### config.mk
export PLATFORM = sky130hd
export DESIGN_NAME = window_feeder_15
export DESIGN_NICKNAME = d
export VERILOG_FILES = /design/src/rtl/window_feeder_15_pkg.sv /design/src/rtl/window_feeder_15_valid_delay_line.sv /design/src/rtl/window_feeder_15.sv
export SDC_FILE = /design/constraint.sdc
export NUM_CORES = 1
export LEC_CHECK = 0
export ABC_AREA = 1
export BUFFER_PORTS_ARGS = -buffer_cell sky130_fd_sc_hd__clkbuf_2
export CORE_MARGIN = 1.5
export CORE_UTILIZATION = 53
export CTS_CLUSTER_DIAMETER = 200
export CTS_CLUSTER_SIZE = 14
export DETAILED_ROUTE_END_ITERATION = 12
export PLACE_DENSITY_LB_ADDON = 0.1
export SKIP_LAST_GASP = 1
export SLEW_MARGIN = 20
export SYNTH_ARGS = -nofsm -noshare
export SYNTH_HDL_FRONTEND = slang
export SYNTH_SLANG_ARGS = --single-unit
### constraint.sdc
create_clock -name clk -period 1.6 [get_ports clk]
set_input_delay 0.16 -clock clk [delete_from_list [all_inputs] [get_ports clk]]
set_output_delay 0.16 -clock clk [all_outputs]
set_load 0.01 [all_outputs]
### src/rtl/window_feeder_15_pkg.sv
// Shared constants and types for the 15-tap window feeder.
// Latency: n/a (declarations only).
// Backpressure: n/a.
package window_feeder_15_pkg;

   localparam int WIN_LEN  = 15;
   localparam int SAMPLE_W = 8;
   localparam int WIN_W    = WIN_LEN * SAMPLE_W;
   localparam int CNT_W    = 4;

   // Window packing: slot 0 (oldest) in the low byte, slot 14 (newest) on top.
   localparam int OLDEST_LSB = 0;
   localparam int NEWEST_LSB = (WIN_LEN - 1) * SAMPLE_W;

   localparam logic [CNT_W-1:0] FILL_FULL = CNT_W'(WIN_LEN);

   typedef enum logic [1:0] {
      FILL = 2'd0,
      STEP = 2'd1,
      HOLD = 2'd2
   } state_t;

endpackage

### src/rtl/window_feeder_15_valid_delay_line.sv
// Fixed-latency delay line for 1-bit strobes; each input pulse reappears alone.
// Latency: DEPTH clock edges from din to dout.
// Backpressure: none; free-running, async active-low clear drops pending pulses.
module valid_delay_line #(
   parameter int DEPTH = 3
) (
   input  logic clk,
   input  logic reset,
   input  logic din,
   output logic dout
);

   logic [DEPTH-1:0] sr;

   // Shift strobes one stage per edge; overlapping pulses stay independent.
   always_ff @(posedge clk or negedge reset) begin
      if (!reset) begin
         sr <= '0;
      end else begin
         sr[0] <= din;
         for (int i = 1; i < DEPTH; i++) begin
            sr[i] <= sr[i-1];
         end
      end
   end

   assign dout = sr[DEPTH-1];

endmodule

### src/rtl/window_feeder_15.sv
// Sliding 15-sample window feeder with stride and a fixed-latency result strobe.
// Latency: window valid the cycle after the completing sample; res_valid NODE_LAT edges after handshake.
// Backpressure: s_ready drops while a window is held; optional FEEDER_ZERO_PAD_EN preloads 7 zero taps.
module window_feeder_15
   import window_feeder_15_pkg::*;
#(
   parameter int STRIDE   = 1,
   parameter int NODE_LAT = 3
) (
   input  logic                clk,
   input  logic                reset,
   input  logic                frame_start,
   input  logic                s_valid,
   output logic                s_ready,
   input  logic [SAMPLE_W-1:0] s_data,
   output logic                win_valid,
   input  logic                win_ready,
   output logic [WIN_W-1:0]    win_data,
   output logic                res_valid
);

`ifdef FEEDER_ZERO_PAD_EN
   // Seven zero taps already "present" so the first window is causally centred.
   localparam logic [CNT_W-1:0] FILL_INIT = CNT_W'(7);
`else
   localparam logic [CNT_W-1:0] FILL_INIT = '0;
`endif

   localparam logic [CNT_W-1:0] STRIDE_C = CNT_W'(STRIDE);

   state_t             state_q, state_d;
   logic [CNT_W-1:0]   fill_q, fill_d;
   logic [CNT_W-1:0]   stride_q, stride_d;
   logic [WIN_W-1:0]   win_q, win_d;
   logic               xfer;
   logic               hs;
   logic               launch;

   // Handshake qualifiers are all derived from registered state, so win_ready
   // never reaches s_ready combinationally.
   assign s_ready   = (state_q != HOLD);
   assign win_valid = (state_q == HOLD);
   assign win_data  = win_q;
   assign xfer      = s_valid & s_ready;
   assign hs        = win_valid & win_ready;
   // A handshake coinciding with frame_start is overridden and launches nothing.
   assign launch    = hs & ~frame_start;

   // Next-state, counters and window shift; frame_start overrides everything.
   always_comb begin
      state_d  = state_q;
      fill_d   = fill_q;
      stride_d = stride_q;
      win_d    = win_q;
      if (frame_start) begin
         state_d  = FILL;
         fill_d   = FILL_INIT;
         stride_d = '0;
         win_d    = '0;
      end else begin
         if (xfer) begin
            win_d = {s_data, win_q[WIN_W-1:SAMPLE_W]};
         end
         case (state_q)
            FILL: begin
               if (xfer) begin
                  if (fill_q >= FILL_FULL - CNT_W'(1)) begin
                     fill_d  = FILL_FULL;
                     state_d = HOLD;
                  end else begin
                     fill_d = fill_q + CNT_W'(1);
                  end
               end
            end
            STEP: begin
               if (xfer) begin
                  if (stride_q >= STRIDE_C - CNT_W'(1)) begin
                     stride_d = STRIDE_C;
                     state_d  = HOLD;
                  end else begin
                     stride_d = stride_q + CNT_W'(1);
                  end
               end
            end
            HOLD: begin
               if (hs) begin
                  stride_d = '0;
                  state_d  = STEP;
               end
            end
            default: state_d = FILL;
         endcase
      end
   end

   // State, counters and window storage.
   always_ff @(posedge clk or negedge reset) begin
      if (!reset) begin
         state_q  <= FILL;
         fill_q   <= FILL_INIT;
         stride_q <= '0;
         win_q    <= '0;
      end else begin
         state_q  <= state_d;
         fill_q   <= fill_d;
         stride_q <= stride_d;
         win_q    <= win_d;
      end
   end

   valid_delay_line #(
      .DEPTH (NODE_LAT)
   ) u_res_dly (
      .clk   (clk),
      .reset (reset),
      .din   (launch),
      .dout  (res_valid)
   );

endmodule

# Word-level counts from Yosys, hierarchy flattened
# Index checks and enable logic that the tools add are counted.
[classes] add_sub_neg=2 magnitude_cmp=2 eq_ne=8 muxes=18 bitwise_logic=4 reduce_logical=7
[ops] op="two-way mux 120 bit" count=2
[ops] op="two-way mux 4 bit" count=8
[ops] op="two-way mux 2 bit" count=6
[ops] op="!= test 3 bit, second input constant" count=4
[ops] op="adder 4 x 1 -> 4 bit, second input constant" count=2
[ops] op="case mux 4 bit (2 select lines)" count=1
[ops] op="case mux 2 bit (3 select lines)" count=1
[ops] op="AND reduction 5 bit" count=1
[ops] op=">= comparator 4 x 1 -> 1 bit, second input constant" count=1
[ops] op=">= comparator 4 bit, second input constant" count=1
[ops] op="nonzero test 2 bit" count=2
[ops] op="bitwise AND 1 bit" count=3
[ops] op="!= test 3 x 2 -> 1 bit, second input constant" count=1
[ops] op="AND reduction 3 bit" count=1
[ops] op="nonzero test 3 bit" count=1
[ops] op="equality test 2 x 1 -> 1 bit, second input constant" count=1
[ops] op="equality test 2 bit, second input constant" count=1
[ops] op="zero test 2 bit" count=1
[ops] op="!= test 2 bit, second input constant" count=1
[ops] op="AND reduction 2 bit" count=1
[ops] op="NOT 1 bit" count=1
[word_totals] ff_bits=133 in_bits=13 out_inout_bits=123 elab_cells=46

# Logic depth before layout (Yosys ltp)
# Gate-level depths: netlist (run 1).
[logic_depth] depth_word=5 depth_mapped=8 mapped_depth_nobuf=8

# Modules after synthesis
# From an unflattened synthesis (run 1), not the netlist that was laid out.
[unflattened] cells_unflattened=547 area_unflattened_um2=5265.0
[by_module_without_submodules] mod="window_feeder_15" instances=1 cells_per_inst=544 area_per_inst_um2=5190.0 seq_area_each_um2=3153.0
[by_module_without_submodules] mod="valid_delay_line" instances=1 cells_per_inst=3 area_per_inst_um2=75.1 seq_area_each_um2=75.1

# Worst setup path before layout (run 1)
# Ideal clock, no wire load.
[synth_path] kind="register to register" start="register state_q[0]" end="register win_q[0] (netlist: win_data[0])" setup_time_ns=0.119 t_arrival_ns=1.133 required_ns=1.481 slack_ns=0.348 stages_incl_launch_ff=8 n_path_buf=2 period_less_slack_ns=1.252 cell_sequence="dfrtp_1 -> inv_2 -> nand2_2 -> inv_2 -> o21ai_2 -> buf_4 -> buf_6 -> o21a_1"
[synth_between] elab_chain_cells=3
[synth_rtl] element="from (decl)" line_no="window_feeder_15.sv:31" rtl="state_t state_q, state_d;"
[synth_rtl] element="from (signal assigned)" line_no="window_feeder_15.sv:104" rtl="state_q <= state_d;"
[synth_rtl] element="!= test 2 bit" line_no="window_feeder_15.sv:41" rtl="assign s_ready = (state_q != HOLD);"
[synth_rtl] element="net s_ready" line_no="window_feeder_15.sv:14" rtl="output logic s_ready,"
[synth_rtl] element="bitwise AND 1 bit" line_no="window_feeder_15.sv:44" rtl="assign xfer = s_valid & s_ready;"
[synth_rtl] element="nonzero test 2 bit (no line)"
[synth_rtl] element="to (signal assigned)" line_no="window_feeder_15.sv:107" rtl="win_q <= win_d;"
[synth_rtl] element="to (decl)" line_no="window_feeder_15.sv:34" rtl="logic [WIN_W-1:0] win_q, win_d;"
# The timed path passes the listed nets, and every way through them passes these cells.
# A chain may end at the register's enable or synchronous reset.

# Worst setup path after layout (run 1)
[layout_path] start="register state_q[0]" end="output win_valid"
[layout_between] elab_chain_cells=1
[layout_rtl] element="equality test 2 bit" line_no="window_feeder_15.sv:42" rtl="assign win_valid = (state_q == HOLD);"
[layout_rtl] element="to (decl)" line_no="window_feeder_15.sv:16" rtl="output logic win_valid,"
# Every way passes these cells.

==> impl_metrics.env, run 1 <==
export IMPL_status="completed"
export IMPL_dr_total_vias=4363
export IMPL_ys_flop_type="dfrtp_1"
export IMPL_route_detailed_drc=0
export IMPL_clock_latency_ps=510
export IMPL_met3_usage=0.0746
export IMPL_nFillCells=793
export IMPL_r2r_start="state_q[1]"
export IMPL_drt_first_pass_iters=5
export IMPL_drt_antenna_violating_nets=0
export IMPL_worst_pin_slew_ps=390
export IMPL_antenna_found_initial=0
export IMPL_dieArea_um2=10600
export IMPL_synth_largest_area_cell="dfrtp_1"
export IMPL_grt_max_degree=70
export IMPL_rsz0062_at_grt="no"
export IMPL_cts_buffers=17
export IMPL_grt_busiest_layer="met2"
export IMPL_n_antenna_cell=0
export IMPL_path_class="reg2out"
export IMPL_maxSlewHeadroom=0.739
export IMPL_use_met1=0.330
export IMPL_finalPower_w=0.00831
export IMPL_cts_root_buffer="clkbuf_8"
export IMPL_hp_class="in2reg"
export IMPL_rr_worst_depth=5
export IMPL_overflow=0
export IMPL_tritoncts="done"
export IMPL_postLayoutCoreUtil=0.702
export IMPL_clock_fmax_mhz=673
export IMPL_hold_viol_final=0
export IMPL_area_delta_synth_final_pct=28.4
export IMPL_seq_area_frac_synth=0.607
export IMPL_syn_nets=562
export IMPL_portBuffers=135
export IMPL_drive_gt1_frac=0.264
export IMPL_finalSetupViolCount=0
export IMPL_syn_area_per_cell_um2=9.72
export IMPL_period_share=0.929
export IMPL_ctsLongestPathBuffers=2
export IMPL_clk_pin_slew_worst_paths_ps=60
export IMPL_startpoint_type="flip-flop"
export IMPL_synth_edf_count=0
export IMPL_hold_buffers=10
export IMPL_route_detailed_vias_per_inst=5.26
export IMPL_max_cap_viol_count=0
export IMPL_crit_arrival_ps=1330
export IMPL_min_from="s_valid"
export IMPL_grt_usage=0.249
export IMPL_dr_first_iter_drc_count=222
export IMPL_async_flop_share=1.00
export IMPL_place_hpwl_um=8150
export IMPL_cts_max_level=4
export IMPL_routedWlPerCell_um=15.1
export IMPL_grt_pass1_vias=4152
export IMPL_yosys_top_cells_area="dfrtp_1 61%, nand3_1 9.0%, o21ai_1 8.6%"
export IMPL_syn_instance_count=547
export IMPL_num_nets_final=700
export IMPL_final_setup_skew_ps=6.73
export IMPL_ys_ff_latch=129
export IMPL_start_util=0.546
export IMPL_power_density_nw_per_um2=1220
export IMPL_synth_top_area_frac=0.607
export IMPL_post_cts_resize_count=0
export IMPL_num_rows=36
export IMPL_pin_count=136
export IMPL_hold_depth=4
export IMPL_cts_sinks=129
export IMPL_tns_ps=0
export IMPL_end_kind="output pin"
export IMPL_gp_congestion=0.799
export IMPL_die_height_um=103
export IMPL_whs_endpoint="fill_q[2]"
export IMPL_ff2ff_setup_slack_ps=150
export IMPL_timing_rr_end="win_data[7]"
export IMPL_met2_usage=0.398
export IMPL_yosys_warnings=0
export IMPL_fin_crit_ps=1490
export IMPL_dieWidth_um=103
export IMPL_ys_types=22
export IMPL_p_leak_nw=3.26
export IMPL_grt_pass1_wl_um=20200
export IMPL_cts_setup_buffers=0
export IMPL_maxSlewViolCount=0
export IMPL_wl_um=12500
export IMPL_synthesis_area_um2=5320
export IMPL_cp_max_fo=4
export IMPL_cp_required_ps=1440
export IMPL_ir_worst_vdd_uv=695
export IMPL_coreArea_um2=9730
export IMPL_holdWs_ps=62.0
## report_power, final
group / internal, W / total (W) / leakage (nW) / switching (W)
Sequential: 0.00345 / 0.00361 / 1.75 / 0.000157
Combinational: 0.000408 / 0.00108 / 1.23 / 0.000667
Clock: 0.00233 / 0.00363 / 0.279 / 0.00130
Total: 0.00619 / 0.00831 / 3.26 / 0.00213
## metal layers
metal  wire (um)  vias to the layer above  share of wire
li1            -                     2077              -
met2        6270                      139           0.50
met5           0                        -              0
met3         703                       14          0.056
met1        5420                     2133           0.43
met4         142                        0          0.011
## metrics by stage
step | cell area, um2 | setup WS [ps] | std cells
after floorplan | 5320 | 348 | 547
after global placement | 6160 | 230 | 789
after detailed placement | 6160 | 160 | 789
after CTS | 6830 | 94.9 | 829
after global routing | 6830 | 41.6 | 829
final | 6830 | 114 | 829
## sequential cells by signal, summed over array words and instances, names as in the netlist
signal / count
win_data: 120
state_q: 2
fill_q: 4
u_res_dly.sr: 3
## kinds of logic after synthesis
kind of cell / after synthesis / synth area share
simple gates: 117 / 0.106
fa+ha+maj: 2 / 0.00471
flops: 129 / 0.607
buf+inv: 140 / 0.115
compound gates: 159 / 0.166
## cell usage in the layout, fill, tap and decap left out, types with 3 or more instances in the layout
cell           count
clkbuf_2         134
dfrtp_1          129
inv_1             97
nand3_1           96
o21ai_1           91
a21oi_1           32
o21a_1            31
clkbuf_16         16
nand2_1           10
dlygate4sd3_1     10
buf_12             9
nor2_1             8
clkbuf_8           8
buf_4              5
clkinv_2           3
## worst max-delay path by stage
stage               startpoint            to  slack, ps  cells past startpoint
finish              state_q[0]     win_valid        110                      4
global placement    state_q[1]  win_data[92]        230                      4
CTS                 state_q[0]     win_valid         90                      4
global route        state_q[0]     win_valid         40                      4
floorplan           state_q[0]   win_data[0]        350                      7
detailed placement  state_q[1]   win_data[7]        160                      5
## critical path, stage by stage (launching register included)
cell and delay [ps]:
dfrtp_1 400, inv_2 110, nand2_2 70, inv_2 90, clkbuf_2 140
## cell usage after synthesis (2+ instances only)
library cell,instances
o22ai_1,2
o21a_1,31
clkbuf_1,10
buf_4,12
inv_1,97
o21ai_1,91
inv_2,2
ha_1,2
nand3_1,96
nand2_1,10
buf_6,3
a21oi_1,32
dfrtp_1,129
buf_2,15
nor2_1,8
## final cells by class
cell class	count	area, um2	area share
Clock buffer	26	518	0.0759
Clock inverter	4	47.5	0.00697
Inverter	100	377	0.0552
Multi-Input combinational cell	278	1490	0.218
Sequential cell	129	3230	0.473
Tap cell	133	166	0.0244
Timing Repair Buffer	159	1000	0.146
Power figures use the tool's default switching activity.
==> run 2, diff against run 1 <==
CTS_BUF_LIST = sky130_fd_sc_hd__clkbuf_8 sky130_fd_sc_hd__clkbuf_16   (was unset)
HOLD_SLACK_MARGIN = 0.05   (was unset)
==> run 2 against run 1 <==
Via count increased by 0.73%; design area increased by 0.15%; critical path depth unchanged; register-to-register slack about the same; total power decreased by 0.12%; sequential power about the same; combinational power about the same; highest routed layer unchanged; sequential share of layout area decreased by 0.069 points; cell count increased by 0.12%; routed wire length about the same; flip-flop and latch count unchanged; critical endpoint unchanged; clock skew increased by 0.94 ps.
==> impl_metrics.env, run 2 (synthesis gave the netlist of run 1 again) <==
export IMPL_ff2ff_setup_slack_ps=140
export IMPL_tritoncts="done"
export IMPL_portBuffers=135
export IMPL_p_leak_nw=3.27
export IMPL_cts_buffers=17
export IMPL_pwr_share_seq=0.434
export IMPL_antenna_found_initial=0
export IMPL_place_hpwl_um=8150
export IMPL_end_kind="output pin"
export IMPL_holdWs_ps=97.0
export IMPL_largest_register_ffs=120
export IMPL_fin_crit_ps=1490
export IMPL_dr_first_iter_drc_count=236
export IMPL_grt_max_degree=70
export IMPL_cts_root_buffer="clkbuf_8"
export IMPL_maxSlewHeadroom=0.738
export IMPL_worst_pin_slew_ps=393
export IMPL_ir_worst_vdd_uv=698
export IMPL_cp_required_ps=1440
export IMPL_status="completed"
export IMPL_drt_antenna_violating_nets=0
export IMPL_route_detailed_drc=0
export IMPL_finalPower_w=0.00830
export IMPL_clk_pin_slew_worst_paths_ps=60
export IMPL_power_frac_comb=0.130
export IMPL_dieWidth_um=103
export IMPL_coreArea_um2=9730
export IMPL_final_common_cell="clkbuf_2"
export IMPL_tns_ps=0
export IMPL_wl_met2_um=6230
export IMPL_power_density_nw_per_um2=1210
export IMPL_area_delta_synth_final_pct=28.6
export IMPL_n_antenna_cell=0
export IMPL_ctsLongestPathBuffers=2
export IMPL_num_nets_final=701
export IMPL_crit_arrival_ps=1330
export IMPL_wl_met3_um=672
export IMPL_clock_latency_ps=510
export IMPL_die_height_um=103
export IMPL_postLayoutCoreUtil=0.703
export IMPL_grt_pass1_vias=4148
export IMPL_drt_first_pass_iters=4
export IMPL_p_sw_frac=0.256
export IMPL_overflow=0
export IMPL_startpoint_type="flip-flop"
export IMPL_num_rows=36
export IMPL_wl_um=12500
export IMPL_maxSlewViolCount=0
export IMPL_post_cts_resize_count=0
export IMPL_max_cap_viol_count=0
export IMPL_cts_sinks=129
export IMPL_period_share=0.934
export IMPL_pin_count=136
export IMPL_dr_total_vias=4395
export IMPL_rsz0062_at_grt="no"
export IMPL_cp_max_fo=4
export IMPL_grt_usage=0.249
export IMPL_finalSetupViolCount=0
export IMPL_design_area_um2=6840
export IMPL_hold_viol_final=0
export IMPL_netSwitchingPower_w=0.00213
export IMPL_path_class="reg2out"
export IMPL_final_setup_skew_ps=7.67
export IMPL_cts_max_level=4
export IMPL_power_internal_w=0.00618
export IMPL_dpl_cell_area_um2=6160
export IMPL_nFillCells=789
export IMPL_route_detailed_vias_per_inst=5.30
export IMPL_grt_pass1_wl_um=20200
export IMPL_start_util=0.546
export IMPL_gp_congestion=0.799
export IMPL_routedWlPerCell_um=15.1
export IMPL_clock_fmax_mhz=669
export IMPL_final_cell_mix="134 x clkbuf_2, 129 x dfrtp_1, 99 x inv_1"
export IMPL_hp_class="in2async"
export IMPL_pwr_share_clk=0.436
export IMPL_drive_gt1_frac=0.264
export IMPL_highest_layer="met4"
export IMPL_dieArea_um2=10600
export IMPL_drt_met1_wl_um=5490
-- run 2: changes by cell type in the layout (fill, tap and decap cells not counted) --
cell	change
dlygate4sd3_1	+1
clkbuf_1	-2
inv_1	+2
-- run 2: per-stage QoR --
stage          std cells  worst slack [ps]
3_3_place_gp         789               230
4_1_cts              830              94.9
6_report             830               105
2_1_floorplan        547               348
5_1_grt              830              41.6
3_5_place_dp         789               160
-- run 2: power groups by stage --
| stage | clock [W] | combinational, W | sequential (W) |
|---|---|---|---|
| 6_report | 0.00362 | 0.00108 | 0.00361 |
| 5_1_grt | 0.00382 | 0.00120 | 0.00363 |
| 4_1_cts | 0.00366 | 0.00109 | 0.00361 |
| 3_3_place_gp | 0 | 0.00104 | 0.00366 |
| 3_5_place_dp | 0 | 0.00106 | 0.00366 |
| 2_1_floorplan | 0 | 0.000557 | 0.00370 |
-- run 2: final timing paths --
kind                                 start         endpoint  cells past startpoint
max in group asynchronous            reset     win_data[90]                      3
min                                  reset      win_data[8]                      2
min in group clk               frame_start  u_res_dly.sr[0]                      4
max                             state_q[0]        win_valid                      4
max reg2reg                     state_q[1]     win_data[49]                      5
min reg2reg                u_res_dly.sr[1]  u_res_dly.sr[2]                      0
-- run 2: cell type report --
class | instances | area [um2] | area share
Clock inverter | 6 | 55.1 | 0.00805
Timing Repair Buffer | 160 | 1010 | 0.148
Tap cell | 133 | 166 | 0.0243
Sequential cell | 129 | 3230 | 0.472
Inverter | 100 | 377 | 0.0551
Clock buffer | 24 | 510 | 0.0747
Multi-Input combinational cell | 278 | 1490 | 0.218
-- run 2: critical path, stage by stage (launching register included) --
cell	delay, ps
dfrtp_1	400
inv_2	110
nand2_2	70
inv_2	90
clkbuf_2	140
-- run 2: metal layers --
| layer | vias up | global-route usage |
|---|---|---|
| li1 | 2081 | - |
| met1 | 2169 | 0.330 |
| met2 | 131 | 0.398 |
| met3 | 14 | 0.0746 |
| met4 | 0 | 0.0738 |
| met5 | - | 0 |
-- run 2: what timing repair did --
item	CTS	global route
hold buffers	11	0
setup buffers	0	0
hold endpoints to repair	142	0
==> run 3, diff against run 2 <==
CORE_ASPECT_RATIO = 0.7   (was unset)
SETUP_SLACK_MARGIN = 0.02   (was unset)
==> run 3 against run 2 <==
Non-clock buffer count is 2 lower; critical path type is now reg2reg; utilization is 0.56 points higher; global-route usage is 0.51 points higher; count of clock-buffer cells in the layout is 3 lower; register-to-register slack better by 70 ps; routed wire length is 2.6% higher; cell count is 0.60% lower; die area hardly changed; setup slack better by 110 ps; flip-flop and latch count stayed put.
==> impl_metrics.env, run 3 (synthesis gave the netlist of run 1 again) <==
export IMPL_status="completed"
export IMPL_crit_arrival_ps=1680
export IMPL_rr_worst_depth=5
export IMPL_worst_pin_slew_ps=387
export IMPL_path_class="reg2reg"
export IMPL_tritoncts="done"
export IMPL_final_cell_mix="134 x clkbuf_2, 129 x dfrtp_1, 97 x inv_1"
export IMPL_maxSlewViolCount=0
export IMPL_place_hpwl_um=8250
export IMPL_coreArea_um2=9720
export IMPL_route_detailed_drc=0
export IMPL_cts_setup_buffers=0
export IMPL_nFillCells=735
export IMPL_timing_rr_end="win_data[21]"
export IMPL_dr_total_vias=4395
export IMPL_ff2ff_setup_slack_ps=210
export IMPL_clock_latency_ps=400
export IMPL_fin_crit_ps=1390
export IMPL_clk_pin_slew_worst_paths_ps=50
export IMPL_drt_first_pass_iters=5
export IMPL_dp_cells=783
export IMPL_area_delta_synth_final_pct=29.5
export IMPL_grt_pass1_vias=4209
export IMPL_ctsLongestPathBuffers=2
export IMPL_seqCellArea_um2=3230
export IMPL_clock_fmax_mhz=721
export IMPL_dieWidth_um=123
export IMPL_finalPower_w=0.00879
export IMPL_period_share=0.867
export IMPL_dr_first_iter_drc_count=371
export IMPL_ir_worst_vdd_uv=951
export IMPL_end_kind="flip-flop"
export IMPL_cp_max_fo=36
export IMPL_dieArea_um2=10600
export IMPL_post_cts_resize_count=0
export IMPL_cp_required_ps=1890
export IMPL_maxSlewHeadroom=0.742
export IMPL_cts_sinks=129
export IMPL_antenna_found_initial=0
export IMPL_final_common_cell="clkbuf_2"
export IMPL_grt_max_degree=65
export IMPL_finalSetupViolCount=0
export IMPL_cts_buffers=17
export IMPL_num_rows=30
export IMPL_rsz0062_at_grt="no"
export IMPL_hold_viol_final=0
export IMPL_postLayoutCoreUtil=0.708
export IMPL_startpoint_type="flip-flop"
export IMPL_instances_no_fill=825
export IMPL_hp_class="in2async"
export IMPL_power_density_nw_per_um2=1280
export IMPL_route_detailed_vias_per_inst=5.33
export IMPL_n_antenna_cell=0
export IMPL_grt_usage=0.254
export IMPL_p_leak_nw=3.29
export IMPL_largest_register_ffs=120
export IMPL_drive_gt1_frac=0.268
export IMPL_pin_count=136
export IMPL_grt_pass1_wl_um=20700
export IMPL_portBuffers=135
export IMPL_tns_ps=0
export IMPL_wl_um=12900
export IMPL_drt_antenna_violating_nets=0
export IMPL_overflow=0
export IMPL_hold_buffers=10
export IMPL_holdWs_ps=188
export IMPL_routedWlPerCell_um=15.6
export IMPL_r2r_start="state_q[1]"
export IMPL_cts_max_level=4
export IMPL_die_height_um=86.8
export IMPL_final_setup_skew_ps=5.41
export IMPL_multi_input_area_um2=1490
export IMPL_num_nets_final=699
export IMPL_gp_congestion=0.854
export IMPL_start_util=0.547
export IMPL_cts_root_buffer="clkbuf_16"
export IMPL_max_cap_viol_count=0
## run 3: layout make-up
| cell class | count | share of cell area |
|---|---|---|
| multi-input cells | 278 | 0.216 |
| repair buffers | 158 | 0.144 |
| clock buffers | 21 | 0.0698 |
| flip-flops and latches | 129 | 0.469 |
| well taps | 128 | 0.0233 |
| clock inverters | 11 | 0.0229 |
| inverters | 100 | 0.0547 |
## run 3: worst max-delay path by stage
stage	from	cells past startpoint	endpoint
after floorplan	state_q[0]	7	win_data[0]
after global placement	state_q[1]	5	win_data[5]
after detailed placement	state_q[1]	5	win_data[21]
after CTS	state_q[1]	5	win_data[21]
after global routing	state_q[1]	5	win_data[15]
final	state_q[1]	5	win_data[21]
## run 3: critical path: stages, from the launching register on
cell and delay [ps]:
dfrtp_1 450, a21oi_4 200, buf_12 200, buf_12 200, a21oi_1 90, o21a_1 130
## run 3: layer usage
metal  vias up  global-route usage  share of wire
li1       2073                   -              -
met3         4              0.0664          0.064
met4         0              0.0761         0.0051
met2       142               0.396           0.47
met1      2176               0.351           0.46
met5         -                   0              0
## run 3: where the power goes
part / internal [W] / total (W) / switching (W)
Combinational: 0.000403 / 0.00106 / 0.000660
Sequential: 0.00345 / 0.00361 / 0.000163
Clock: 0.00276 / 0.00411 / 0.00135
## run 3: stage by stage
stage	area [um2]	setup slack, ps
floorplan	5320	348
global placement	6150	272
detailed placement	6150	235
CTS	6880	221
global route	6880	162
finish	6880	213
